**config.mk**
```make
export PLATFORM = sky130hd
export DESIGN_NAME = prbs_tx_frame_sequencer
export DESIGN_NICKNAME = d
export VERILOG_FILES = /design/src/rtl/prbs_tx_pkg.sv /design/src/rtl/prbs_tx_bpsk_mapper.sv /design/src/rtl/prbs_tx_frame_sequencer.sv
export SDC_FILE = /design/constraint.sdc
export NUM_CORES = 1
export LEC_CHECK = 0
export ABC_AREA = 1
export BUFFER_PORTS_ARGS = -buffer_cell sky130_fd_sc_hd__buf_2
export CAP_MARGIN = 5
export CORE_MARGIN = 1
export CORE_UTILIZATION = 30
export CTS_CLUSTER_SIZE = 30
export DETAILED_ROUTE_END_ITERATION = 10
export GPL_TIMING_DRIVEN = 1
export REMOVE_ABC_BUFFERS = 1
export SYNTH_ARGS = -nofsm -noshare
export SYNTH_HDL_FRONTEND = slang
export SYNTH_SLANG_ARGS = --single-unit
```
**constraint.sdc**
```tcl
create_clock -name clk -period 2.74 [get_ports clk]
set_clock_uncertainty 0.05 [all_clocks]
set_input_delay 0.137 -clock clk [delete_from_list [all_inputs] [get_ports clk]]
set_output_delay 0.137 -clock clk [all_outputs]
set_load 0.05 [all_outputs]
```
**src/rtl/prbs_tx_pkg.sv**
```systemverilog
// Shared definitions for the PRBS transmit frame sequencer: FSM state encoding,
// BPSK chip mapping and the lane-enable mask for a partially filled last word.
package prbs_tx_pkg;

  typedef enum logic [1:0] {
    S_IDLE,
    S_SYNC,
    S_TX,
    S_GUARD
  } state_t;

  // Chip 0 maps to +A and chip 1 to -A; callers truncate to their sample width.
  function automatic logic [31:0] bpsk_map(input logic chip, input logic [31:0] amp);
    return chip ? (~amp + 32'd1) : amp;
  endfunction

  // A zero remainder means the last word is full, so every lane stays enabled.
  function automatic logic [31:0] lane_mask(input logic [31:0] rem);
    return (rem == 32'd0) ? '1 : ((32'd1 << rem) - 32'd1);
  endfunction

endpackage

```
**src/rtl/prbs_tx_bpsk_mapper.sv**
```systemverilog
// Combinational chip-to-sample mapper: each enabled lane carries +A/-A for its chip,
// disabled lanes carry zero.
module prbs_tx_bpsk_mapper
  import prbs_tx_pkg::*;
#(
  parameter int unsigned PARALLEL_WIDTH = 8,
  parameter int unsigned SAMPLE_WIDTH   = 16
) (
  input  logic [PARALLEL_WIDTH-1:0]              i_chips,
  input  logic [SAMPLE_WIDTH-1:0]                i_amplitude,
  input  logic [PARALLEL_WIDTH-1:0]              i_lane_en,
  output logic [PARALLEL_WIDTH*SAMPLE_WIDTH-1:0] o_data
);

  always_comb begin
    o_data = '0;
    for (int unsigned i = 0; i < PARALLEL_WIDTH; i++) begin
      if (i_lane_en[i])
        o_data[i*SAMPLE_WIDTH +: SAMPLE_WIDTH] =
          SAMPLE_WIDTH'(bpsk_map(i_chips[i], 32'(i_amplitude)));
    end
  end

endmodule

```
**src/rtl/prbs_tx_frame_sequencer.sv**
```systemverilog
// Frames the parallel PRBS stream into N seed-restarted BPSK pulses with guard gaps.
// Optional `PRBS_TX_STALL_STATS_EN adds a saturating stall_cycles counter output.
module prbs_tx_frame_sequencer
  import prbs_tx_pkg::*;
#(
  parameter int unsigned PARALLEL_WIDTH  = 8,
  parameter int unsigned SAMPLE_WIDTH    = 16,
  parameter int unsigned CHIP_CNT_WIDTH  = 20,
  parameter int unsigned PULSE_CNT_WIDTH = 16,
  parameter int unsigned GUARD_WIDTH     = 16
) (
  input  logic                                   clk,
  input  logic                                   rst_n,
  input  logic                                   start,
  input  logic                                   abort,
  input  logic [CHIP_CNT_WIDTH-1:0]              cfg_code_len,
  input  logic [PULSE_CNT_WIDTH-1:0]             cfg_num_pulses,
  input  logic [GUARD_WIDTH-1:0]                 cfg_guard_cycles,
  input  logic [SAMPLE_WIDTH-1:0]                cfg_amplitude,
  output logic                                   gen_enable,
  output logic                                   gen_sync_reset,
  input  logic [PARALLEL_WIDTH-1:0]              prbs_in,
  output logic [PARALLEL_WIDTH*SAMPLE_WIDTH-1:0] tx_data,
  output logic                                   tx_valid,
  input  logic                                   tx_ready,
  output logic                                   tx_last,
  output logic                                   busy,
  output logic                                   done,
  output logic                                   cfg_error
`ifdef PRBS_TX_STALL_STATS_EN
  ,
  output logic [31:0]                            stall_cycles
`endif
);

  localparam int unsigned LOG2 = $clog2(PARALLEL_WIDTH);

  state_t                                r_state;
  logic [CHIP_CNT_WIDTH-1:0]             r_words;
  logic [LOG2-1:0]                       r_rem;
  logic [PULSE_CNT_WIDTH-1:0]            r_num_pulses;
  logic [GUARD_WIDTH-1:0]                r_guard;
  logic [SAMPLE_WIDTH-1:0]               r_amp;
  logic [CHIP_CNT_WIDTH-1:0]             r_word_cnt;
  logic [PULSE_CNT_WIDTH-1:0]            r_pulse_cnt;
  logic [GUARD_WIDTH-1:0]                r_guard_cnt;
  logic [PARALLEL_WIDTH*SAMPLE_WIDTH-1:0] r_tx_data;
  logic                                  r_tx_valid;
  logic                                  r_tx_last;
  logic                                  r_done;
  logic                                  r_done_pend;
  logic                                  r_cfg_error;

  logic                                  w_gen_enable;
  logic                                  w_accept;
  logic                                  w_out_free;
  logic                                  w_last_word;
  logic                                  w_start_take;
  logic                                  w_cfg_zero;
  logic [CHIP_CNT_WIDTH-1:0]             w_words_calc;
  logic [PARALLEL_WIDTH-1:0]             w_lane_en;
  logic [PARALLEL_WIDTH*SAMPLE_WIDTH-1:0] w_mapped;

  assign w_accept     = r_tx_valid && tx_ready;
  assign w_out_free   = !r_tx_valid || tx_ready;
  assign w_gen_enable = (r_state == S_TX) && w_out_free;
  assign w_last_word  = (r_word_cnt == r_words - CHIP_CNT_WIDTH'(1));
  assign w_start_take = (r_state == S_IDLE) && start && !abort;
  assign w_cfg_zero   = (cfg_code_len == '0) || (cfg_num_pulses == '0);
  // Ceiling divide by the power-of-two lane count: shift, then round up on any remainder.
  assign w_words_calc = (cfg_code_len >> LOG2) + CHIP_CNT_WIDTH'(|cfg_code_len[LOG2-1:0]);
  assign w_lane_en    = w_last_word ? PARALLEL_WIDTH'(lane_mask(32'(r_rem))) : '1;

  prbs_tx_bpsk_mapper #(
    .PARALLEL_WIDTH (PARALLEL_WIDTH),
    .SAMPLE_WIDTH   (SAMPLE_WIDTH)
  ) u_mapper (
    .i_chips     (prbs_in),
    .i_amplitude (r_amp),
    .i_lane_en   (w_lane_en),
    .o_data      (w_mapped)
  );

  always_ff @(posedge clk or negedge rst_n) begin
    if (!rst_n) begin
      r_state      <= S_IDLE;
      r_words      <= '0;
      r_rem        <= '0;
      r_num_pulses <= '0;
      r_guard      <= '0;
      r_amp        <= '0;
      r_word_cnt   <= '0;
      r_pulse_cnt  <= '0;
      r_guard_cnt  <= '0;
      r_tx_data    <= '0;
      r_tx_valid   <= 1'b0;
      r_tx_last    <= 1'b0;
      r_done       <= 1'b0;
      r_done_pend  <= 1'b0;
      r_cfg_error  <= 1'b0;
    end else begin
      r_done      <= 1'b0;
      r_cfg_error <= 1'b0;
      if (w_accept) begin
        r_tx_valid <= 1'b0;
        r_tx_last  <= 1'b0;
        if (r_done_pend) begin
          r_done      <= 1'b1;
          r_done_pend <= 1'b0;
        end
      end
      if (abort) begin
        r_state     <= S_IDLE;
        r_tx_valid  <= 1'b0;
        r_tx_last   <= 1'b0;
        r_word_cnt  <= '0;
        r_pulse_cnt <= '0;
        r_guard_cnt <= '0;
        r_done_pend <= 1'b0;
        r_done      <= (r_state != S_IDLE) || (w_accept && r_done_pend);
      end else begin
        case (r_state)
          S_IDLE: if (w_start_take) begin
            r_words      <= w_words_calc;
            r_rem        <= cfg_code_len[LOG2-1:0];
            r_num_pulses <= cfg_num_pulses;
            r_guard      <= cfg_guard_cycles;
            r_amp        <= cfg_amplitude;
            r_word_cnt   <= '0;
            r_pulse_cnt  <= '0;
            if (w_cfg_zero) r_cfg_error <= 1'b1;
            else            r_state     <= S_SYNC;
          end
          S_SYNC: begin
            r_word_cnt <= '0;
            r_state    <= S_TX;
          end
          S_TX: if (w_gen_enable) begin
            r_tx_data  <= w_mapped;
            r_tx_valid <= 1'b1;
            r_tx_last  <= w_last_word;
            r_word_cnt <= r_word_cnt + CHIP_CNT_WIDTH'(1);
            if (w_last_word) begin
              r_word_cnt  <= '0;
              r_pulse_cnt <= r_pulse_cnt + PULSE_CNT_WIDTH'(1);
              if ((r_pulse_cnt + PULSE_CNT_WIDTH'(1)) == r_num_pulses) begin
                r_state     <= S_IDLE;
                r_done_pend <= 1'b1;
              end else if (r_guard == '0) begin
                r_state <= S_SYNC;
              end else begin
                r_state     <= S_GUARD;
                r_guard_cnt <= '0;
              end
            end
          end
          // Guard count finishes first; SYNC is then held off until the output slot frees.
          S_GUARD: begin
            if (r_guard_cnt != r_guard - GUARD_WIDTH'(1))
              r_guard_cnt <= r_guard_cnt + GUARD_WIDTH'(1);
            else if (w_out_free)
              r_state <= S_SYNC;
          end
          default: r_state <= S_IDLE;
        endcase
      end
    end
  end

`ifdef PRBS_TX_STALL_STATS_EN
  logic [31:0] r_stall_cycles;

  always_ff @(posedge clk or negedge rst_n) begin
    if (!rst_n)
      r_stall_cycles <= '0;
    else if (w_start_take)
      r_stall_cycles <= '0;
    else if (r_tx_valid && !tx_ready && (r_stall_cycles != '1))
      r_stall_cycles <= r_stall_cycles + 32'd1;
  end

  assign stall_cycles = r_stall_cycles;
`endif

  assign gen_enable     = w_gen_enable;
  assign gen_sync_reset = (r_state == S_SYNC);
  assign busy           = (r_state != S_IDLE);
  assign tx_data        = r_tx_data;
  assign tx_valid       = r_tx_valid;
  assign tx_last        = r_tx_last;
  assign done           = r_done;
  assign cfg_error      = r_cfg_error;

endmodule

```
# Word level (Yosys, flattened, before mapping)
# Index checks and enable logic that the tools add are counted.
# classes
addsub,8
eq_ne,15
shift,1
mux,66
bitwise_logic,2
reduce_logical,26
# ops
op,count
16-bit 2-to-1 mux,26
20-bit 2-to-1 mux,4
16-bit one-hot mux with 2 select lines,2
20-bit one-hot mux with 3 select lines,1
16-bit by 1-bit adder with 16-bit output (second input constant),3
16-bit logical NOT,2
3-bit inequality test (second input constant),9
1-bit 2-to-1 mux,21
20-bit by 1-bit adder with 20-bit output (second input constant),1
20-bit equality test,1
20-bit logical NOT,1
20-bit by 1-bit subtractor with 20-bit output (second input constant),1
17-bit by 1-bit adder with 18-bit output,1
2-bit 2-to-1 mux,9
16-bit equality test,1
8-bit 2-to-1 mux,2
16-bit inequality test,1
16-bit NOT,1
16-bit by 1-bit subtractor with 16-bit output (second input constant),1
6-bit AND reduction,2
3-bit AND reduction,3
2-bit one-hot mux with 4 select lines,1
1-bit by 3-bit << shifter with 8-bit output (first input constant),1
8-bit by 1-bit subtractor with 8-bit output (second input constant),1
13 further kinds,22
# totals
ff_bits,258
inputBits,81
wordCells,133

# Longest topological paths before layout
# Gate-level depths: netlist of run 1.
# logic_depth
ltp_word,7
mapped_depth,19
ltp_nobuf,18

# By module
# A second synthesis of run 1 with hierarchy kept.
# unflattened
hier_cells,2009
area_unflattened_um2,15534.9
# modules_own_cells
module,instances,cells_per_inst,area_per_inst_um2,seq_area_each_um2
prbs_tx_frame_sequencer,1,1560,13324.0,6406.1
prbs_tx_bpsk_mapper,1,449,2210.9,0.0

# Worst setup path after synthesis of run 1
# Ideal clock, no wire load.
# synth_path
path_type,register to register
from,reg r_state[0]
to,reg r_tx_data[30] (netlist: tx_data[30])
setup_time_ns,0.124
arrival_ns,2.738
required_time_ns,2.566
slack_ns,-0.172
stages_incl_launch_ff,12
path_buffers,2
synth_period_minus_slack_ns,2.912
path_cell_list,dfrtp_1 -> inv_1 -> ha_1 -> inv_1 -> nor2_1 -> inv_1 -> nor2_1 -> clkinv_1 -> clkbuf_1 -> clkbuf_1 -> nand2_1 -> nand2_1
# synth_via
elab_chain_len,3
# synth_rtl
item,line,source
start: declaration,prbs_tx_frame_sequencer.sv:38,state_t r_state;
start signal: assignment,prbs_tx_frame_sequencer.sv:86,r_state <= S_IDLE;
start signal: assignment,prbs_tx_frame_sequencer.sv:113,r_state <= S_IDLE;
start signal: assignment,prbs_tx_frame_sequencer.sv:132,else r_state <= S_SYNC;
2-bit equality test,prbs_tx_frame_sequencer.sv:66,assign w_gen_enable = (r_state == S_TX) && w_out_free;
1-bit logical AND,prbs_tx_frame_sequencer.sv:66,
named net gen_enable,prbs_tx_frame_sequencer.sv:20,"output logic gen_enable,"
3-bit AND reduction (no source line),n/a,
end signal: assignment,prbs_tx_frame_sequencer.sv:139,r_tx_data <= w_mapped;
end: declaration,prbs_tx_frame_sequencer.sv:47,logic [PARALLEL_WIDTH*SAMPLE_WIDTH-1:0] r_tx_data;
# The timed path passes the listed nets, and every way through them passes these cells.
# A chain may end at the register's enable or synchronous reset.

# Worst setup path in the final report of run 1
# layout_path
from,in cfg_code_len[1]
to,reg r_words[12]
# layout_via
elab_chain_len,2
# layout_rtl
item,line,source
start: declaration,prbs_tx_frame_sequencer.sv:16,"input logic [CHIP_CNT_WIDTH-1:0] cfg_code_len,"
3-bit OR reduction,prbs_tx_frame_sequencer.sv:71,assign w_words_calc = (cfg_code_len >> LOG2) + CHIP_CNT_WIDTH'(|cfg_code_len[LOG2-1:0]);
17-bit by 1-bit adder with 18-bit output,prbs_tx_frame_sequencer.sv:71,
end signal: assignment,prbs_tx_frame_sequencer.sv:124,r_words <= w_words_calc;
end: declaration,prbs_tx_frame_sequencer.sv:39,logic [CHIP_CNT_WIDTH-1:0] r_words;
# Every way passes these cells.

==> impl_metrics.toml, run 1 <==
[route]
first_iter_violations = 1164
ant_nets = 0
via_count = 15490
vias_per_cell = 4.889
route.detailed.drc = 0
wirelength_mm = 51.30
wl_per_cell_um = 16.19
drt_first_pass_iters = 6

[finish]
seqCellArea_um2 = 6409
final_nets = 2566
fillers = 5208
finish.utilization_pct = 38.74
multi_input_area_um2 = 8035
drive_gt1_share_pct = 16.03
fin_cells = 3168
area_growth_pct = 26.85
diodes = 0
final_area_um2 = 19470

[clocking]
cts_tree = "done"
clk_latency_ns = 0.57
cts_buffers = 30
clockRootBuffer = "clkbuf_16"
cts_max_path_buffers = 3
cts.clk_slew.worst_paths_ns = 0.06
cts.sink_count = 256
htree_levels = 1

[worst_hold_path]
worstHoldPathType = "input port to async pin"

[place]
dp_slack_ns = 0.04415
dpl-instance-area_um2 = 17280
post-dp-hpwl_mm = 35.81
port_buffers = 215
dp.cells = 3024
gp_congestion = 0.8938

[yosys]
avgSynthCellArea_um2 = 7.017
synth.ff_latch_count = 256
syn_inst = 2188
yosysWarnings = 0
async_flop_share_pct = 100.0
yosysSeqAreaShare_pct = 41.73
dominantRegCellSynth = "dfrtp_1"
synth_edf_count = 0
ys_types = 49
netlist_area_um2 = 15350

[timing]
fin_ws_ns = 0.09480
min_period_over_period_pct = 96.54
setup_viol = 0
min_period_ns = 2.645
fmax_mhz = 378.0
final-max-slew-violation-count = 0
worst_slew_pin_slew_ns = 1.108
maxSlewHeadroom_pct = 26.06
finalHoldViolCount = 0

[grt]
grt_max_degree = 116
grt_pass1_vias = 14660
grt_pass1_wl_mm = 80.30
grt_overflow_total = 0
antenna_found_initial = 0
grt_usage_pct = 19.09

[floorplan]
io-pin-count = 216
core-area_um2 = 50270
num_rows = 82
start_util_pct = 30.54
die_h_um = 228.2
fp.dieW_um = 228.2
die_area_um2 = 52080

[pwr]
total_power_uw = 21810
ir_worst_vdd_v = 0.0005898
p_per_area_nw_per_um2 = 1120
p_leak_uw = 0.009675

[setup_path]
cp_max_fo = 3
slowest_stage = "dlygate4sd3_1"
slowest_delay_ns = 0.56
required_ns = 3.10
cp_common_cell = "nor2_1"
arrival_ns = 3.00
worst-path-buf-inv = 4
cp_cell_sequence = "dlygate4sd3_1, buf_2, or3_1, ha_1, ha_1, nand3_1, nor2_1, inv_1, nor2_1, nand2_1, nor2_1, xnor2_1, dlygate4sd3_1, o21ai_0"
cp-end-kind = "flop"
crit_family = "buffers and inverters"
startpoint_type = "input port"
crit_type = "input port to flop"

[outcome]
status = "finished, final reports clean"

[job]
cap_violations = 0
final cells by class:
| cell class | count | area share (%) |
|---|---|---|
| sequential | 256 | 32.91 |
| multi-input combinational | 1656 | 41.26 |
| inverter | 184 | 3.559 |
| clock buffer | 38 | 4.427 |
| timing repair buffer | 345 | 12.13 |
| clock inverter | 17 | 1.394 |
| tap | 672 | 4.318 |
flip-flops by register name (all words and copies together), names as in the netlist:
name	count
r_num_pulses	16
r_state	2
r_amp	16
r_done_pend	1
done	1
cfg_error	1
r_rem	3
tx_valid	1
r_word_cnt	20
tx_last	1
r_pulse_cnt	16
r_guard_cnt	16
tx_data	128
r_guard	16
r_words	18
Yosys cell counts, types with 2 or more instances:
| cell type | instances | area, um2 |
|---|---|---|
| xnor2_1 | 18 | 157.7 |
| ha_1 | 12 | 150.1 |
| nand3b_1 | 10 | 75.07 |
| buf_1 | 6 | 22.52 |
| nand3_2 | 6 | 60.06 |
| o211ai_1 | 10 | 75.07 |
| inv_2 | 3 | 11.26 |
| nand3_1 | 208 | 1041 |
| nor4_1 | 9 | 56.30 |
| nand2_1 | 726 | 2725 |
| nand4_1 | 53 | 331.6 |
| buf_2 | 11 | 55.05 |
| o21ai_1 | 2 | 10.01 |
| dfrtp_1 | 256 | 6406 |
| o22a_1 | 2 | 17.52 |
| clkbuf_1 | 68 | 255.2 |
| a2bb2oi_1 | 2 | 17.52 |
| buf_6 | 6 | 67.56 |
| inv_1 | 178 | 668.1 |
| nor3_2 | 5 | 50.05 |
| nand2_2 | 8 | 50.05 |
| nor2_4 | 7 | 78.83 |
| clkinv_1 | 3 | 11.26 |
| o21ai_0 | 134 | 670.6 |
| nor2_2 | 9 | 56.30 |
| nor3_1 | 14 | 70.07 |
| xor2_1 | 47 | 411.6 |
| o22ai_1 | 6 | 37.54 |
| o21bai_1 | 2 | 15.01 |
| a21oi_1 | 93 | 465.5 |
| o21ai_2 | 17 | 148.9 |
| buf_4 | 3 | 22.52 |
| nor2_1 | 236 | 885.9 |
| nor3b_1 | 3 | 22.52 |
final timing paths:
| check | startpoint | end | slack [ns] | depth (start not counted) |
|---|---|---|---|---|
| max in group asynchronous | rst_n | r_words[4] | 1.68 | 3 |
| min | rst_n | tx_data[29] | 0.05 | 2 |
| max reg2reg | r_words[1] | r_pulse_cnt[1] | 0.22 | 13 |
| min in group clk | prbs_in[6] | tx_data[111] | 0.05 | 4 |
| max | cfg_code_len[1] | r_words[12] | 0.09 | 14 |
| min reg2reg | tx_data[33] | tx_data[33] | 0.42 | 2 |
metal layers:
metal  track usage [%]  vias to the layer above  routed length, um
met4             5.705                        0               1377
met2             31.83                      521              24000
met3             2.262                       83               3053
met1             25.83                     7242              22880
li1                  -                     7643                  -
met5                 0                        -                  0
per-stage QoR:
step	setup TNS, ns	hold slack (ns)
4_1_cts	0	0.01716
6_report	0	0.04754
5_1_grt	-0.01214	0.07454
3_3_place_gp	0	0.07427
2_1_floorplan	-1111.48	-0.2086
3_5_place_dp	0	0.07883
cells in the final DEF, fill, tap and decap left out, drive strengths merged:
cell type / netlist / final
dlygate4sd3: 0 / 80
nor4: 9 / 9
xor3: 1 / 1
xor2: 47 / 47
o22ai: 6 / 6
clkinv: 3 / 8
a31oi: 1 / 1
nand4: 54 / 54
nor3: 20 / 20
nand3b: 10 / 10
o211ai: 10 / 10
a22o: 1 / 1
buf: 26 / 265
o21ai: 153 / 153
o21a: 1 / 1
clkbuf: 69 / 38
a21boi: 1 / 1
nor2: 252 / 253
ha: 12 / 12
nand2: 735 / 736
a21oi: 94 / 94
clkinvlp: 0 / 3
inv: 181 / 183
or2: 2 / 2
bufinv: 0 / 7
xnor2: 18 / 18
nor3b: 3 / 3
or3: 1 / 1
dfrtp: 256 / 256
o21bai: 2 / 2
and3b: 1 / 1
nand3: 215 / 216
a2bb2oi: 2 / 2
o22a: 2 / 2
repair_timing:
action                                  4_1_cts  5_1_grt
hold endpoints to repair                    284        0
resized for setup                             0       35
setup buffers                                 0        6
hold buffers                                 80        0
endpoints found under the setup margin        0      123
logic make-up after synthesis:
logic type | share of synthesized area (%)
buffers and inverters | 7.286
xor gates and xnor gates | 3.863
DFF | 41.73
AOI/OAI and AO/OA | 9.747
and+or+nand+nor | 36.40
adders and majority gates | 0.9780
power breakdown:
part / internal, uW / switching, uW
clock: 2870 / 1710
sequential: 5160 / 1240
combinational: 2950 / 7880
total: 11000 / 10800
worst register-to-register path, cell delays in order, from the launching register on:
cell	delay, ns
dfrtp_1	0.42
inv_2	0.10
ha_4	0.16
nand2_2	0.11
nor2_4	0.16
nand3_1	0.09
nand2_1	0.11
o21ai_1	0.11
nor3_4	0.33
nand3_4	0.17
nand2_8	0.17
buf_12	0.13
nand2_8	0.12
o21ai_2	0.20
Note: power is estimated with default switching activity, not from simulation.
==> run 2: changes to the inputs <==
Settings changed: CORE_UTILIZATION 30 to 48, PLACE_DENSITY from default to 0.69.
==> impl_metrics.toml, run 2 (same netlist as run 1, synthesis figures left out) <==
[timing]
final-max-slew-violation-count = 0
maxSlewHeadroom_pct = 18.64
setup_viol = 0
rsz0062_at_grt = "false"
min_period_over_period_pct = 95.62
fmax_mhz = 381.7
min_period_ns = 2.620
hold_ws_ns = 0.06069
fin_tns_setup_ns = 0
finalHoldViolCount = 0
worst_slew_pin_slew_ns = 1.220

[clocking]
cts_max_path_buffers = 3
cts_tree = "done"
clk_latency_ns = 0.59
cts_buffers = 30
cts.sink_count = 256
cts.clk_slew.worst_paths_ns = 0.06
htree_levels = 1
clockRootBuffer = "clkbuf_16"

[route]
wirelength_mm = 48.48
ant_nets = 0
route.detailed.drc = 0
vias_per_cell = 5.434
wl_per_cell_um = 16.78
drt_first_pass_iters = 5
via_count = 15710
first_iter_violations = 1431

[setup_path]
slowest_delay_ns = 0.60
cp_cell_sequence = "inv_1, ha_2, inv_1, nor3_2, clkbuf_16, nand2_1, o22ai_1, dlygate4sd3_1"
reg2reg_depth = 8
cp_common_cell = "inv_1"
required_ns = 3.18
r2r-start = "r_state[1]"
rrSetupSlack_ns = 0.12
worst-path-buf-inv = 4
slowest_stage = "dlygate4sd3_1"
r2r-end = "r_words[17]"
cp_max_fo = 107
cp-end-kind = "flop"
arrival_ns = 3.06
startpoint_type = "flop"
crit_type = "flop to flop"
crit_family = "buffers and inverters"

[worst_hold_path]
worstHoldPathType = "input port to async pin"

[floorplan]
num_rows = 65
core-area_um2 = 31470
die_area_um2 = 32700
io-pin-count = 216
die_h_um = 180.8
start_util_pct = 48.78
fp.dieW_um = 180.8

[grt]
antenna_found_initial = 1
grt_usage_pct = 29.65
grt_max_degree = 108
grt_pass1_vias = 14860
grt_overflow_total = 0
grt_pass1_wl_mm = 77.80

[finish]
fillers = 2889
multi_input_area_um2 = 8050
layout_commonest_cell = "nand2_1"
drive_gt1_share_pct = 15.48
largest_reg_flops = 128
area_growth_pct = 23.33
finish.utilization_pct = 60.16
layout_common_cells = "724 x nand2_1, 253 x dfrtp_1, 227 x nor2_1"
final_nets = 2560
fin_cells = 2890
seqCellArea_um2 = 6410

[pwr]
ir_worst_vdd_v = 0.0006559
p_comb_share_pct = 51.0
p_switching_uw = 10760
clock_power_share_pct = 18.4
p_per_area_nw_per_um2 = 1113
p_seq_share_pct = 30.6
internal_power_uw = 10310
p_sw_share_pct = 51.08
total_power_uw = 21070
p_leak_uw = 0.009540

[place]
gp_congestion = 0.9017
port_buffers = 215
post-dp-hpwl_mm = 33.20
dp.cells = 2750

[job]
cap_violations = 0

[outcome]
status = "finished, final reports clean"
## run 2: final cells by class
class                   instances  share of cell area, %
multi-input cells            1656                  42.52
flip-flops and latches        256                  33.85
repair buffers                339                  12.30
clock buffers                  47                  4.566
inverters                     184                  3.661
well taps                     402                  2.656
clock inverters                 5                 0.4295
diodes                          1                0.01322
## run 2: through the flow
stage	area [um2]	setup WS [ns]
floorplan	14920	-6.798
global placement	16920	0.1156
detailed placement	16920	-0.001063
CTS	18700	0.02498
global route	18930	0.008240
finish	18930	0.1201
## run 2: how the worst max path moves through the flow
stage               start             end  slack, ns  cells after the start
3_3_place_gp   r_words[1]     tx_data[68]       0.12                     13
4_1_cts        r_words[1]     tx_data[78]       0.02                     13
3_5_place_dp   r_words[1]  r_pulse_cnt[3]     -0.001                     15
2_1_floorplan  r_state[0]    tx_data[112]      -6.80                     10
6_report       r_state[1]     r_words[17]       0.12                      8
5_1_grt        r_words[1]   r_word_cnt[5]      0.008                     18
## run 2: power by group through the flow
| stage | clock (uW) | sequential (uW) | combinational, uW |
|---|---|---|---|
| 2_1_floorplan | 0 | 9200 | 4620 |
| 3_3_place_gp | 0 | 6430 | 10300 |
| 3_5_place_dp | 0 | 6450 | 10400 |
| 4_1_cts | 3940 | 6400 | 10500 |
| 5_1_grt | 4080 | 6610 | 11700 |
| 6_report | 3870 | 6450 | 10700 |
## run 2: per-layer routing
metal	global-route usage, %	part of all wire (%)	vias up
li1	-	-	7620
met1	40.48	43	7371
met2	47.40	46	598
met3	4.173	7.2	116
met4	12.14	4.3	0
met5	0	0	-
## run 2: what timing repair did
action                     in CTS  in global routing
buffers inserted                0                  1
hold endpoints to repair      214                  0
pin swaps                       0                  5
setup endpoints to repair       1                128
cloned                          0                  3
hold buffers                   83                  0
resized for setup               1                 42
